<file path="config.mk">
export PLATFORM = sky130hd
export DESIGN_NAME = timer_apb_sequencer_flat
export DESIGN_NICKNAME = d
export VERILOG_FILES = /design/src/rtl/timer_pkg.sv /design/src/rtl/timer_apb_sequencer_if.sv /design/src/rtl/apb_master_if.sv /design/src/rtl/timer_apb_sequencer.sv /design/src/flat_wrapper.sv
export SDC_FILE = /design/constraint.sdc
export NUM_CORES = 1
export LEC_CHECK = 0
export ABC_AREA = 1
export ABC_CLOCK_PERIOD_IN_PS = 2100
export CAP_MARGIN = 20
export CORE_MARGIN = 5
export CORE_UTILIZATION = 25
export DETAILED_ROUTE_END_ITERATION = 8
export GPL_TIMING_DRIVEN = 0
export PLACE_DENSITY = 0.57
export SYNTH_ARGS = -nofsm -noshare
export SYNTH_HDL_FRONTEND = slang
export SYNTH_SLANG_ARGS = --single-unit
</file>
<file path="constraint.sdc">
create_clock -name pclk -period 2.1 [get_ports pclk]
set_input_delay 0.63 -clock pclk [delete_from_list [all_inputs] [get_ports pclk]]
set_output_delay 0.63 -clock pclk [all_outputs]
set_load 0.05 [all_outputs]
</file>
<file path="src/rtl/timer_pkg.sv">
// Shared definitions for the APB timer sequencer: register map, register bit
// positions, clock-select codes, FSM state encodings and a TCR word builder.
package timer_pkg;

    localparam logic [7:0] TdrAddr = 8'h00;
    localparam logic [7:0] TcrAddr = 8'h01;
    localparam logic [7:0] TsrAddr = 8'h02;

    // TCR bit positions
    localparam int unsigned TcrLoad  = 7;
    localparam int unsigned TcrDown  = 5;
    localparam int unsigned TcrEn    = 4;
    localparam int unsigned TcrCksHi = 1;
    localparam int unsigned TcrCksLo = 0;

    // TSR bit positions
    localparam int unsigned TsrOvf = 0;
    localparam int unsigned TsrUdf = 1;
    localparam logic [7:0]  TsrFlags = (8'h01 << TsrOvf) | (8'h01 << TsrUdf);

    // Clock-select encodings
    localparam logic [1:0] CksClk2  = 2'b00;
    localparam logic [1:0] CksClk4  = 2'b01;
    localparam logic [1:0] CksClk8  = 2'b10;
    localparam logic [1:0] CksClk16 = 2'b11;

    typedef logic [3:0] state_t;
    localparam state_t StIdle     = 4'd0;
    localparam state_t StWTdr     = 4'd1;
    localparam state_t StWLoad    = 4'd2;
    localparam state_t StWRun     = 4'd3;
    localparam state_t StPollWait = 4'd4;
    localparam state_t StRTsr     = 4'd5;
    localparam state_t StWClr     = 4'd6;
    localparam state_t StWStop    = 4'd7;
    localparam state_t StDone     = 4'd8;

    function automatic logic [7:0] tcr_word(input logic load, input logic down,
                                            input logic en, input logic [1:0] cks);
        logic [7:0] w;
        w                    = 8'h00;
        w[TcrLoad]           = load;
        w[TcrDown]           = down;
        w[TcrEn]             = en;
        w[TcrCksHi:TcrCksLo] = cks;
        return w;
    endfunction

endpackage

</file>
<file path="src/rtl/timer_apb_sequencer_if.sv">
// APB bus between the sequencer (master) and the timer (slave).
interface timer_apb_sequencer_if;
    logic       psel;
    logic       penable;
    logic       pwrite;
    logic [7:0] paddr;
    logic [7:0] pwdata;
    logic [7:0] prdata;
    logic       pready;
    logic       pslverr;

    modport master (
        output psel, penable, pwrite, paddr, pwdata,
        input  prdata, pready, pslverr
    );

    modport slave (
        input  psel, penable, pwrite, paddr, pwdata,
        output prdata, pready, pslverr
    );
endinterface

</file>
<file path="src/rtl/apb_master_if.sv">
// Single-transfer APB master: turns a level req into one SETUP/ACCESS transfer
// and returns a one-cycle ack with the captured read data and error flag.
module apb_master_if (
    input  logic       pclk,
    input  logic       presetn,
    input  logic       req,
    input  logic       wr,
    input  logic [7:0] addr,
    input  logic [7:0] wdata,
    output logic       ack,
    output logic [7:0] rdata,
    output logic       slverr,
    timer_apb_sequencer_if.master apb
);

    logic       psel_q, psel_d, penable_q, penable_d, pwrite_q, pwrite_d;
    logic [7:0] paddr_q, paddr_d, pwdata_q, pwdata_d, rdata_q, rdata_d;
    logic       ack_q, ack_d, slverr_q, slverr_d;

    // Phase sequencing; a req still high during the ack cycle is not re-issued,
    // which also guarantees an idle cycle between transfers.
    always_comb begin
        psel_d    = psel_q;
        penable_d = penable_q;
        pwrite_d  = pwrite_q;
        paddr_d   = paddr_q;
        pwdata_d  = pwdata_q;
        rdata_d   = rdata_q;
        slverr_d  = slverr_q;
        ack_d     = 1'b0;
        if (!psel_q) begin
            if (req && !ack_q) begin
                psel_d   = 1'b1;
                pwrite_d = wr;
                paddr_d  = addr;
                pwdata_d = wdata;
            end
        end else if (!penable_q) begin
            penable_d = 1'b1;
        end else if (apb.pready) begin
            psel_d    = 1'b0;
            penable_d = 1'b0;
            ack_d     = 1'b1;
            rdata_d   = apb.prdata;
            slverr_d  = apb.pslverr;
        end
    end

    // Bus and response registers; reset drops the bus at once.
    always_ff @(posedge pclk or negedge presetn) begin
        if (!presetn) begin
            psel_q    <= 1'b0;
            penable_q <= 1'b0;
            pwrite_q  <= 1'b0;
            paddr_q   <= 8'h00;
            pwdata_q  <= 8'h00;
            rdata_q   <= 8'h00;
            slverr_q  <= 1'b0;
            ack_q     <= 1'b0;
        end else begin
            psel_q    <= psel_d;
            penable_q <= penable_d;
            pwrite_q  <= pwrite_d;
            paddr_q   <= paddr_d;
            pwdata_q  <= pwdata_d;
            rdata_q   <= rdata_d;
            slverr_q  <= slverr_d;
            ack_q     <= ack_d;
        end
    end

    assign apb.psel    = psel_q;
    assign apb.penable = penable_q;
    assign apb.pwrite  = pwrite_q;
    assign apb.paddr   = paddr_q;
    assign apb.pwdata  = pwdata_q;
    assign ack         = ack_q;
    assign rdata       = rdata_q;
    assign slverr      = slverr_q;

endmodule

</file>
<file path="src/rtl/timer_apb_sequencer.sv">
// Autonomous timer driver: programs TDR/TCR, polls TSR, clears and counts
// overflow/underflow events until the target count or a stop request.
module timer_apb_sequencer
    import timer_pkg::*;
#(
    parameter int unsigned POLL_GAP = 4,
    parameter logic [7:0]  TDR_ADDR = TdrAddr,
    parameter logic [7:0]  TCR_ADDR = TcrAddr,
    parameter logic [7:0]  TSR_ADDR = TsrAddr
) (
    input  logic       pclk,
    input  logic       presetn,
    input  logic       start,
    input  logic       stop,
    input  logic [7:0] cfg_tdr,
    input  logic       cfg_down,
    input  logic [1:0] cfg_cks,
    input  logic [7:0] cfg_nevt,
    timer_apb_sequencer_if.master apb,
    output logic       busy,
    output logic       done,
    output logic       evt,
    output logic [7:0] evt_cnt,
    output logic       err
);

    localparam int unsigned    GapW    = (POLL_GAP > 1) ? $clog2(POLL_GAP) : 1;
    localparam logic [GapW-1:0] GapLast = GapW'(POLL_GAP - 1);

    state_t          state_q, state_d;
    logic [7:0]      tdr_q, tdr_d, nevt_q, nevt_d, evt_cnt_q, evt_cnt_d;
    logic            down_q, down_d, err_q, err_d, stop_pend_q, stop_pend_d;
    logic [1:0]      cks_q, cks_d;
    logic [GapW-1:0] gap_q, gap_d;

    logic       req, wr, ack, slverr, stop_req, last_evt;
    logic [7:0] addr, wdata, rdata;

    apb_master_if u_apb (
        .pclk   (pclk),
        .presetn(presetn),
        .req    (req),
        .wr     (wr),
        .addr   (addr),
        .wdata  (wdata),
        .ack    (ack),
        .rdata  (rdata),
        .slverr (slverr),
        .apb    (apb)
    );

    // A stop seen this cycle acts immediately alongside an earlier latched one.
    assign stop_req = stop_pend_q | stop;
    assign last_evt = (nevt_q != 8'h00) && (({1'b0, evt_cnt_q} + 9'd1) == {1'b0, nevt_q});

    // Sequencing FSM; each transfer state holds req until its ack.
    always_comb begin
        state_d     = state_q;
        tdr_d       = tdr_q;
        down_d      = down_q;
        cks_d       = cks_q;
        nevt_d      = nevt_q;
        evt_cnt_d   = evt_cnt_q;
        err_d       = err_q | (ack & slverr);
        stop_pend_d = stop_pend_q | (stop & (state_q != StIdle));
        gap_d       = '0;
        req         = 1'b0;
        wr          = 1'b1;
        addr        = TDR_ADDR;
        wdata       = 8'h00;
        case (state_q)
            StIdle: begin
                if (start) begin
                    tdr_d       = cfg_tdr;
                    down_d      = cfg_down;
                    cks_d       = cfg_cks;
                    nevt_d      = cfg_nevt;
                    evt_cnt_d   = 8'h00;
                    err_d       = 1'b0;
                    stop_pend_d = 1'b0;
                    state_d     = StWTdr;
                end
            end
            StWTdr: begin
                req   = 1'b1;
                wdata = tdr_q;
                if (ack) state_d = stop_req ? StWStop : StWLoad;
            end
            StWLoad: begin
                req   = 1'b1;
                addr  = TCR_ADDR;
                wdata = tcr_word(1'b1, down_q, 1'b0, cks_q);
                if (ack) state_d = stop_req ? StWStop : StWRun;
            end
            StWRun: begin
                req   = 1'b1;
                addr  = TCR_ADDR;
                wdata = tcr_word(1'b0, down_q, 1'b1, cks_q);
                if (ack) state_d = stop_req ? StWStop : StPollWait;
            end
            StPollWait: begin
                if (stop_req)              state_d = StWStop;
                else if (gap_q == GapLast) state_d = StRTsr;
                else                       gap_d   = gap_q + 1'b1;
            end
            StRTsr: begin
                req  = 1'b1;
                wr   = 1'b0;
                addr = TSR_ADDR;
                if (ack) begin
                    if (stop_req)                          state_d = StWStop;
                    else if ((rdata & TsrFlags) != 8'h00)  state_d = StWClr;
                    else                                   state_d = StPollWait;
                end
            end
            StWClr: begin
                req  = 1'b1;
                addr = TSR_ADDR;
                if (ack) begin
                    evt_cnt_d = (evt_cnt_q == 8'hFF) ? 8'hFF : evt_cnt_q + 8'd1;
                    state_d   = (stop_req || last_evt) ? StWStop : StPollWait;
                end
            end
            StWStop: begin
                req   = 1'b1;
                addr  = TCR_ADDR;
                wdata = tcr_word(1'b0, down_q, 1'b0, cks_q);
                if (ack) state_d = StDone;
            end
            StDone:  state_d = StIdle;
            default: state_d = StIdle;
        endcase
    end

    // State and configuration registers.
    always_ff @(posedge pclk or negedge presetn) begin
        if (!presetn) begin
            state_q     <= StIdle;
            tdr_q       <= 8'h00;
            down_q      <= 1'b0;
            cks_q       <= 2'b00;
            nevt_q      <= 8'h00;
            evt_cnt_q   <= 8'h00;
            err_q       <= 1'b0;
            stop_pend_q <= 1'b0;
            gap_q       <= '0;
        end else begin
            state_q     <= state_d;
            tdr_q       <= tdr_d;
            down_q      <= down_d;
            cks_q       <= cks_d;
            nevt_q      <= nevt_d;
            evt_cnt_q   <= evt_cnt_d;
            err_q       <= err_d;
            stop_pend_q <= stop_pend_d;
            gap_q       <= gap_d;
        end
    end

    assign busy    = (state_q != StIdle);
    assign done    = (state_q == StDone);
    assign evt     = (state_q == StWClr) && ack;
    assign evt_cnt = evt_cnt_q;
    assign err     = err_q;

endmodule

</file>
<file path="src/flat_wrapper.sv">
// flat-port wrapper written by rule: the top's interface ports become plain ports
module timer_apb_sequencer_flat import timer_pkg::*;
#(
    parameter int unsigned POLL_GAP = 4,
    parameter logic [7:0]  TDR_ADDR = TdrAddr,
    parameter logic [7:0]  TCR_ADDR = TcrAddr,
    parameter logic [7:0]  TSR_ADDR = TsrAddr
)
  (pclk, presetn, start, stop, cfg_tdr, cfg_down, cfg_cks, cfg_nevt, busy, done, evt, evt_cnt, err, apb_psel, apb_penable, apb_pwrite, apb_paddr, apb_pwdata, apb_prdata, apb_pready, apb_pslverr);
  timer_apb_sequencer_if apb_i ();
  input  logic pclk;
  input  logic presetn;
  input  logic start;
  input  logic stop;
  input  logic [7:0] cfg_tdr;
  input  logic cfg_down;
  input  logic [1:0] cfg_cks;
  input  logic [7:0] cfg_nevt;
  output logic busy;
  output logic done;
  output logic evt;
  output logic [7:0] evt_cnt;
  output logic err;
  output wire logic [$bits(apb_i.psel)-1:0] apb_psel;
  output wire logic [$bits(apb_i.penable)-1:0] apb_penable;
  output wire logic [$bits(apb_i.pwrite)-1:0] apb_pwrite;
  output wire logic [$bits(apb_i.paddr)-1:0] apb_paddr;
  output wire logic [$bits(apb_i.pwdata)-1:0] apb_pwdata;
  input wire logic [$bits(apb_i.prdata)-1:0] apb_prdata;
  input wire logic [$bits(apb_i.pready)-1:0] apb_pready;
  input wire logic [$bits(apb_i.pslverr)-1:0] apb_pslverr;
  assign apb_psel = apb_i.psel;
  assign apb_penable = apb_i.penable;
  assign apb_pwrite = apb_i.pwrite;
  assign apb_paddr = apb_i.paddr;
  assign apb_pwdata = apb_i.pwdata;
  assign apb_i.prdata = apb_prdata;
  assign apb_i.pready = apb_pready;
  assign apb_i.pslverr = apb_pslverr;
  timer_apb_sequencer #(.POLL_GAP(POLL_GAP), .TDR_ADDR(TDR_ADDR), .TCR_ADDR(TCR_ADDR), .TSR_ADDR(TSR_ADDR)) u_core (.pclk(pclk), .presetn(presetn), .start(start), .stop(stop), .cfg_tdr(cfg_tdr), .cfg_down(cfg_down), .cfg_cks(cfg_cks), .cfg_nevt(cfg_nevt), .apb(apb_i), .busy(busy), .done(done), .evt(evt), .evt_cnt(evt_cnt), .err(err));
endmodule
</file>
---- Word level (Yosys, flattened, before mapping) ----
Index checks and enable logic that the tools add are counted.
storage, ports and cells
  word-level logic and storage cells ...... 101
  RAM bits ................................ 0
  bits in registers ....................... 58
  memories kept ........................... 0
  bits of input ports ..................... 33
  latch bits .............................. 0
  bits in read-only memories .............. 0
  output and inout port bits .............. 31
cells by class
  mux-type cells .......................... 38
  shift operators ......................... 0
  bitwise operators ....................... 6
  magnitude comparators ................... 0
  equal/unequal tests ..................... 19
  div/mod/pow operators ................... 0
  reductions and logical operators ........ 18
  $mul .................................... 0
  $add $sub $neg .......................... 3
operators with widths
  cell                   count
  $mux W4                10
  $pmux W4 S8            1
  $pmux W8 S4            1
  $mux W8                3
  $eq A4 B3 Y1 const B   4
  $pmux W8 S2            1
  $reduce_bool A8 Y1     2
  $ne A2 B2 Y1 const B   7
  $mux W1                13
  $mux W2                6
  $add A8 B1 Y9 const B  1
  $eq A9 B8 Y1           1
  $add A8 B1 Y8 const B  1
  $eq A4 B2 Y1 const B   2
  $eq A8 B8 Y1 const B   1
  $reduce_and A8 Y1      1
  $mux W3                2
  $reduce_and A3 Y1      2
  $reduce_or A6 Y1       1
  $eq A4 B1 Y1 const B   1
  $eq A4 B4 Y1 const B   1
  $logic_not A4 Y1       1
  $pmux W2 S2            1
  $reduce_and A2 Y1      2
  other kinds (13)       18

---- Logic depth before layout (Yosys ltp) ----
Gate-level depths: netlist of the first run.
  word-level depth ........................ 7
  depth in mapped cells ................... 15
  depth with buffers taken out ............ 15

---- Hierarchy ----
From an unflattened synthesis of the first run, not the netlist that was laid out.
second synthesis, totals
  cell total of the unflattened synthesis .. 391
  area, all modules ....................... 3,104.2 µm²
modules (own cells, without submodules)
  module               area an instance (µm²)  instances  sequential area each (µm²)  cells each
  timer_apb_sequencer  1,938.1                 1          875.8                       269
  apb_master_if        1,166.1                 1          725.7                       122

---- Least setup slack after synthesis of the first run ----
OpenSTA, ideal clock, no wires.
  kind .................................... register -> output
  from .................................... register u_core.state_q[1]
  to ...................................... output done
  path buffers ............................ 0
  setup slack ............................. -0.256 ns
  required time ........................... 1.470 ns
  stages on the path, launching flop included .. 4
  arrival time ............................ 1.726 ns
  cells stage by stage .................... dfrtp_1 nor2_4 inv_2 nor3_1
between the ends
  word-level cells in the longest chain between the ends .. 1
ends and longest elaborated chain
  item                      RTL line                    RTL
  start: declaration        timer_apb_sequencer.sv:30   state_t state_q, state_d;
  start signal: assignment  timer_apb_sequencer.sv:138  state_q <= StIdle;
  start signal: assignment  timer_apb_sequencer.sv:148  state_q <= state_d;
  $eq A4 B4 Y1              timer_apb_sequencer.sv:161  assign done = (state_q == StDone);
  end: declaration          flat_wrapper.sv:20          output logic done;
Every way passes these cells.

---- Final worst setup path of the first run ----
  from .................................... register u_core.state_q[2]
  to ...................................... output evt
between the ends
  word-level cells in the longest chain between the ends .. 2
ends and longest elaborated chain
  item                 RTL line                    RTL
  $eq A4 B3 Y1         timer_apb_sequencer.sv:162  assign evt = (state_q == StWClr) && ack;
  $logic_and A1 B1 Y1  timer_apb_sequencer.sv:162
  end: declaration     flat_wrapper.sv:21          output logic evt;
Every way passes these cells.

==> results.yml, run 1 <==
timing:
  setup_viol: 1
  skew_ns: 0.00739
  max_slew.worst_pin.slew_ns: 0.748
  timing.final.ws_setup_ns: -0.102
  finalCriticalPeriod_ns: 2.20
  slew_violations: 0
  whs_ns: 0.374
  hold_violations: 0
  rsz0062_at_grt: "true"
  slew_headroom: 0.501
  period_share: 1.05
  fmax_mhz: 454
detailed_routing:
  firstDrtPassIters: 4
  vias: 2284
  drc: 0
  totalWireLength_um: 6770
  drt_iter0_markers: 89
  via_per_inst: 4.21
  ant_nets: 0
  wire_per_inst_um: 12.5
setup_path:
  crit_fanout: 4
  critPathLaunchType: "register"
  endpoint_kind: "output port"
  crit_required_ns: 1.47
  crit_type: "register to output port"
  crit_arrival_ns: 1.57
global_route:
  track_usage: 0.106
  grt_max_degree: 31
  grt_pass1_vias: 2211
  grt_pass1_wl_um: 11000
  overflow: 0
  antenna_found_initial: 0
power:
  power.share.clock: 0.132
  power.density_mw_per_mm2: 1470
  leakage_nw: 1.82
  p_int_mw: 2.77
  power_switching_mw: 2.57
  combPwrFrac: 0.536
  finalPower_mw: 5.34
  switching_share: 0.481
  pwr-share-seq: 0.333
  irDropWorstVdd_mv: 0.619
clock_network:
  cts_buffer_depth: 2
  cts_max_level: 2
  cts_sinks: 52
  cts_tree: "yes"
  clk_latency_ns: 0.31
  root_buffer: "clkbuf_8"
  cts.clk_slew.worst_paths_ns: 0.10
  numCtsBuffers: 5
  postCtsHoldBufs: 0
yosys:
  synth_area_mm2: 0.00271
  yosysUniqueCellTypes: 31
  synthFlopType: "dfrtp_1"
  syn_area_per_cell_um2: 8.23
  seq_area_frac_synth: 0.480
  synth_enable_flop_cells: 0
  synth-async-reset-ratio: 1.00
  ys_warn_count: 0
  ys_seq_elements: 52
  netlist_instances: 329
placed_design:
  globalplace.congestion: 0.882
  io_buffer_count: 51
  pre_cts_ws_ns: -0.632
  hpwl_um: 5250
floorplan:
  num_io_pins: 64
  die_area_mm2: 0.0130
  start_util: 0.252
  core_mm2: 0.0107
  die_x_um: 114
  die_h_um: 114
  rows: 38
layout:
  layout-drive-gt1-share: 0.209
  layout.nets: 436
  final_core_util: 0.338
  layout-area-overhead-vs-synth_pct: 34.0
  diodes: 0
status:
  failed_checks: "setup timing"
  status: "finished, violations left"
hold_path:
  hp-class: "input port to async pin"
run:
  drv_cap: 0
[power by group through the flow]
| stage | logic (mW) | registers, mW | clock network, mW |
|---|---|---|---|
| after floorplan | 1.46 | 2.34 | 0 |
| after global placement | 2.86 | 1.79 | 0 |
| after detailed placement | 2.88 | 1.79 | 0 |
| after CTS | 2.78 | 1.77 | 0.734 |
| after global routing | 3.15 | 1.84 | 0.764 |
| final | 2.86 | 1.78 | 0.702 |
[layout by cell type, fill, tap and decap left out, types with 4 or more instances in the layout]
| master | netlist | routed |
|---|---|---|
| clkbuf_8 | 0 | 5 |
| buf_6 | 2 | 4 |
| nor2_1 | 31 | 30 |
| o21ai_1 | 8 | 8 |
| dfrtp_1 | 52 | 48 |
| dfrtp_2 | 0 | 4 |
| dlygate4sd2_1 | 0 | 22 |
| inv_2 | 13 | 13 |
| nand3_1 | 21 | 21 |
| nor2_4 | 5 | 7 |
| o21ai_0 | 11 | 11 |
| nand2_2 | 7 | 7 |
| buf_4 | 8 | 15 |
| nand2_1 | 82 | 82 |
| clkdlybuf4s50_1 | 0 | 25 |
| inv_1 | 35 | 34 |
| conb_1 | 1 | 6 |
| a21oi_1 | 15 | 15 |
| mux2_2 | 6 | 6 |
[critical path, cell delays in order, from the launching register on]
cell and delay [ns]:
dfrtp_2 0.42, inv_2 0.07, nor2_4 0.14, inv_4 0.06, nor3_4 0.21, inv_2 0.06
nor2_4 0.13, buf_8 0.16
[area by class of cell]
class	count	area, µm²
tap	140	175
clock buffer	5	68.8
sequential	52	1310
clock inverter	3	42.5
inverter	48	183
multi-input combinational	222	1180
fill	1182	7110
buffer	12	92.6
timing repair buffer	60	586
[synthesized netlist by cell type (3+ instances only)]
library cell,count,area [µm²]
inv_1,35,131
nor2_1,31,116
nand2_2,7,43.8
dfrtp_1,52,1300
nor2_4,5,56.3
mux2_2,6,67.6
nor2_2,3,18.8
o21ai_1,8,40.0
buf_4,8,60.1
nand2_1,82,308
a21oi_1,15,75.1
nand3_1,21,105
nand4_1,3,18.8
inv_2,13,48.8
o21ai_0,11,55.1
nor3_1,4,20.0
nor3_2,3,30.0
o211ai_2,3,37.5
[metal layers]
metal	share of wire	vias up	track usage	wire length [µm]
met2	0.48	55	0.175	3270
met1	0.45	1044	0.137	3030
met5	0	-	0	0
li1	-	1179	-	-
met3	0.058	6	0.0333	392
met4	0.011	0	0.0222	73
[sequential cells by signal (all words and copies together), names as in the netlist, 2 cells and up]
register	cells
u_core.evt_cnt	8
u_core.nevt_q	8
u_core.tdr_q	8
u_core.u_apb.apb.pwdata	8
u_core.state_q	4
u_core.cks_q	2
u_core.gap_q	2
u_core.u_apb.apb.paddr	2
u_core.u_apb.rdata	2
[final timing paths]
kind / from / to / slack (ns) / cells after the start
max: u_core.state_q[2] / evt / -0.10 / 7
min: presetn / u_core.evt_cnt[0] / 0.37 / 1
max reg2reg: u_core.evt_cnt[1] / u_core.state_q[1] / 0.30 / 15
min reg2reg: u_core.gap_q[0] / u_core.gap_q[0] / 0.46 / 1
max in group asynchronous: presetn / u_core.cks_q[0] / 1.15 / 2
min in group pclk: u_core.gap_q[0] / u_core.gap_q[0] / 0.46 / 1
[timing repair]
item,CTS,global route
gates resized for setup,42,13
setup endpoints to repair,25,3
endpoints found under the hold margin,0,0
pin swaps,1,3
buffers inserted,1,7
cloned,0,0
[kinds of logic (layout without fill, tap and decap cells)]
group	Yosys count	after routing	synth area share
muxes	7	7	0.0305
adders and majority gates	2	2	0.00924
other	1	6	0.00138
and+or+nand+nor	164	164	0.284
AOI/OAI and AO/OA	43	43	0.0942
buffers and inverters	60	128	0.101
DFF	52	52	0.480
[through the flow]
step	cells	setup TNS, ns	instance area [µm²]
global placement	525	-63.26	3420
floorplan	334	0	2730
finish	542	-0.102	3630
global route	542	-0.239	3630
detailed placement	526	-1.40	3440
CTS	535	-0.293	3540
(Power assumes the default switching activity.)
==> run 2, diff against run 1 <==
--- a/config.mk
+++ b/config.mk
@@ -5,13 +5,13 @@
 export SDC_FILE = /design/constraint.sdc
 export NUM_CORES = 1
 export LEC_CHECK = 0
-export ABC_AREA = 1
 export ABC_CLOCK_PERIOD_IN_PS = 2100
 export CAP_MARGIN = 20
 export CORE_MARGIN = 5
 export CORE_UTILIZATION = 25
 export DETAILED_ROUTE_END_ITERATION = 8
 export GPL_TIMING_DRIVEN = 0
+export MAX_ROUTING_LAYER = met4
 export PLACE_DENSITY = 0.57
 export SYNTH_ARGS = -nofsm -noshare
 export SYNTH_HDL_FRONTEND = slang
==> results.yml, run 2 <==
yosys:
  synth_commonest_cells: "71 x nand2_1, 52 x dfrtp_1, 23 x nor2_1"
  yosysTopAreaCell: "dfrtp_1"
  syn_area_per_cell_um2: 9.10
  synth-async-reset-ratio: 1.00
  seq_area_frac_synth: 0.500
  synth_enable_flop_cells: 0
  synth_area_mm2: 0.00260
  synth.area.top_cells: "dfrtp_1 50%, nand2_1 10%, nor2_1 3.3%, a21oi_1 3.1%, xnor2_1 2.4%"
  yosys.area.top_type_share: 0.500
  ys_warn_count: 0
  yosysUniqueCellTypes: 50
  synth_most_common_cell: "nand2_1"
  synthFlopType: "dfrtp_1"
  netlist_instances: 286
  ys_seq_elements: 52
setup_path:
  crit_fanout: 5
  crit_type: "register to output port"
  endpoint_kind: "output port"
  crit_required_ns: 1.47
  crit_arrival_ns: 1.42
  critPathLaunchType: "register"
placed_design:
  globalplace.congestion: 0.830
  hpwl_um: 5030
  io_buffer_count: 51
floorplan:
  start_util: 0.254
  core_mm2: 0.0102
  num_io_pins: 64
  die_x_um: 112
  die_h_um: 112
  rows: 37
  die_area_mm2: 0.0126
layout:
  layout.nets: 393
  layout-area-overhead-vs-synth_pct: 35.1
  layout-drive-gt1-share: 0.167
  layout_common_cells: "71 x nand2_1, 49 x dfrtp_1, 25 x clkdlybuf4s50_1, 22 x nor2_1, 22 x dlygate4sd2_1"
  layout_commonest_cell: "nand2_1"
  diodes: 0
run:
  drv_cap: 0
global_route:
  antenna_found_initial: 0
  track_usage: 0.112
  grt_max_degree: 35
  overflow: 0
  grt_pass1_wl_um: 11200
  grt_pass1_vias: 2222
timing:
  slew_violations: 0
  slew_headroom: 0.513
  fmax_mhz: 488
  finalCriticalPeriod_ns: 2.05
  skew_ns: 0.0185
  max_slew.worst_pin.slew_ns: 0.725
  setup_viol: 0
  hold_violations: 0
  whs_ns: 0.238
  period_share: 0.975
  rsz0062_at_grt: "false"
detailed_routing:
  vias: 2254
  drc: 0
  totalWireLength_um: 6770
  via_per_inst: 4.55
  drt_iter0_markers: 103
  firstDrtPassIters: 4
  wire_per_inst_um: 13.7
  ant_nets: 0
power:
  leakage_nw: 1.63
  irDropWorstVdd_mv: 0.656
  power.density_mw_per_mm2: 1420
  finalPower_mw: 4.98
clock_network:
  cts.clk_slew.worst_paths_ns: 0.12
  cts_buffer_depth: 2
  cts_sinks: 52
  clk_latency_ns: 0.32
  root_buffer: "clkbuf_8"
  postCtsHoldBufs: 0
  cts_max_level: 2
  cts_tree: "yes"
  numCtsBuffers: 5
status:
  status: "finished, final reports clean"
hold_path:
  hp-class: "input port to async pin"
-- run 2: cell types whose count changed in the layout (fill, tap and decap cells not counted), moves of 7 or more --
cell     change
xnor2_1      +7
o21ai_0      -7
nand3_1     -10
inv_2       -13
nand2_1     -11
inv_1       -30
nor2_1       -8
nand2_2      -7
o21ai_1      -7
and3_1       +9
-- run 2: cell type report --
type	instances	area, µm²
inverter	5	23.8
clock buffer	5	68.8
fill	1095	6710
sequential	52	1310
clock inverter	3	28.8
buffer	18	110
tap	136	170
timing repair buffer	60	558
multi-input combinational	216	1250
-- run 2: path summary, 6_finish.rpt --
check / start / endpoint / slack (ns) / cells past startpoint
hold / removal: presetn / u_core.u_apb.apb.pwdata[6] / 0.24 / 1
min in group pclk: u_core.gap_q[0] / u_core.gap_q[0] / 0.46 / 1
max in group asynchronous: presetn / u_core.state_q[1] / 1.29 / 2
setup / recovery: u_core.state_q[0] / evt / 0.05 / 4
setup reg to reg: u_core.evt_cnt[0] / u_core.state_q[1] / 0.16 / 7
hold reg to reg: u_core.gap_q[0] / u_core.gap_q[0] / 0.46 / 1
-- run 2: per-stage QoR --
stage | TNS, ns | cells | setup WS [ns] | instance area, µm² | util
detailed placement | -1.82 | 479 | -0.586 | 3320 | 0.324
global placement | -63.40 | 478 | -1.38 | 3300 | 0.323
CTS | -0.0308 | 488 | -0.0308 | 3430 | 0.335
floorplan | 0 | 291 | 0.0267 | 2620 | -
finish | 0 | 495 | 0.0519 | 3520 | 0.344
global route | 0 | 495 | 0.000247 | 3520 | 0.344
-- run 2: kinds of logic (layout without fill, tap and decap cells) --
logic type,after synthesis,count (layout),share of synthesized area
muxes,3,3,0.0130
buffers and inverters,23,91,0.0486
and+or+nand+nor,149,149,0.272
AOI/OAI and AO/OA,46,46,0.122
adders and majority gates,3,3,0.0135
DFF,52,52,0.500
xor gates and xnor gates,9,9,0.0303
other,1,6,0.00144
-- run 2: layer usage --
| metal | vias up | part of all wire | GRT usage |
|---|---|---|---|
| met5 | - | 0 | - |
| met3 | 9 | 0.052 | 0.0259 |
| met2 | 65 | 0.47 | 0.183 |
| met4 | 0 | 0.0071 | 0.0168 |
| li1 | 1126 | - | - |
| met1 | 1054 | 0.47 | 0.147 |
-- run 2: power breakdown --
group	leakage (nW)	total [mW]	switching [mW]	internal, mW
Clock	0.0511	0.639	0.386	0.253
Sequential	0.647	1.79	0.385	1.40
Combinational	0.936	2.55	1.60	0.954
Total	1.63	4.98	2.37	2.61
-- run 2: critical path: stages (launching register included) --
cell,delay [ns]
dfrtp_2,0.45
and2b_2,0.27
nand3_4,0.11
inv_6,0.12
buf_8,0.15
-- run 2: timing repair --
action                                  CTS  global route
gates resized for setup                  53             7
endpoints found under the setup margin   27             4
pin swaps                                 2             4
buffers inserted                          1             7
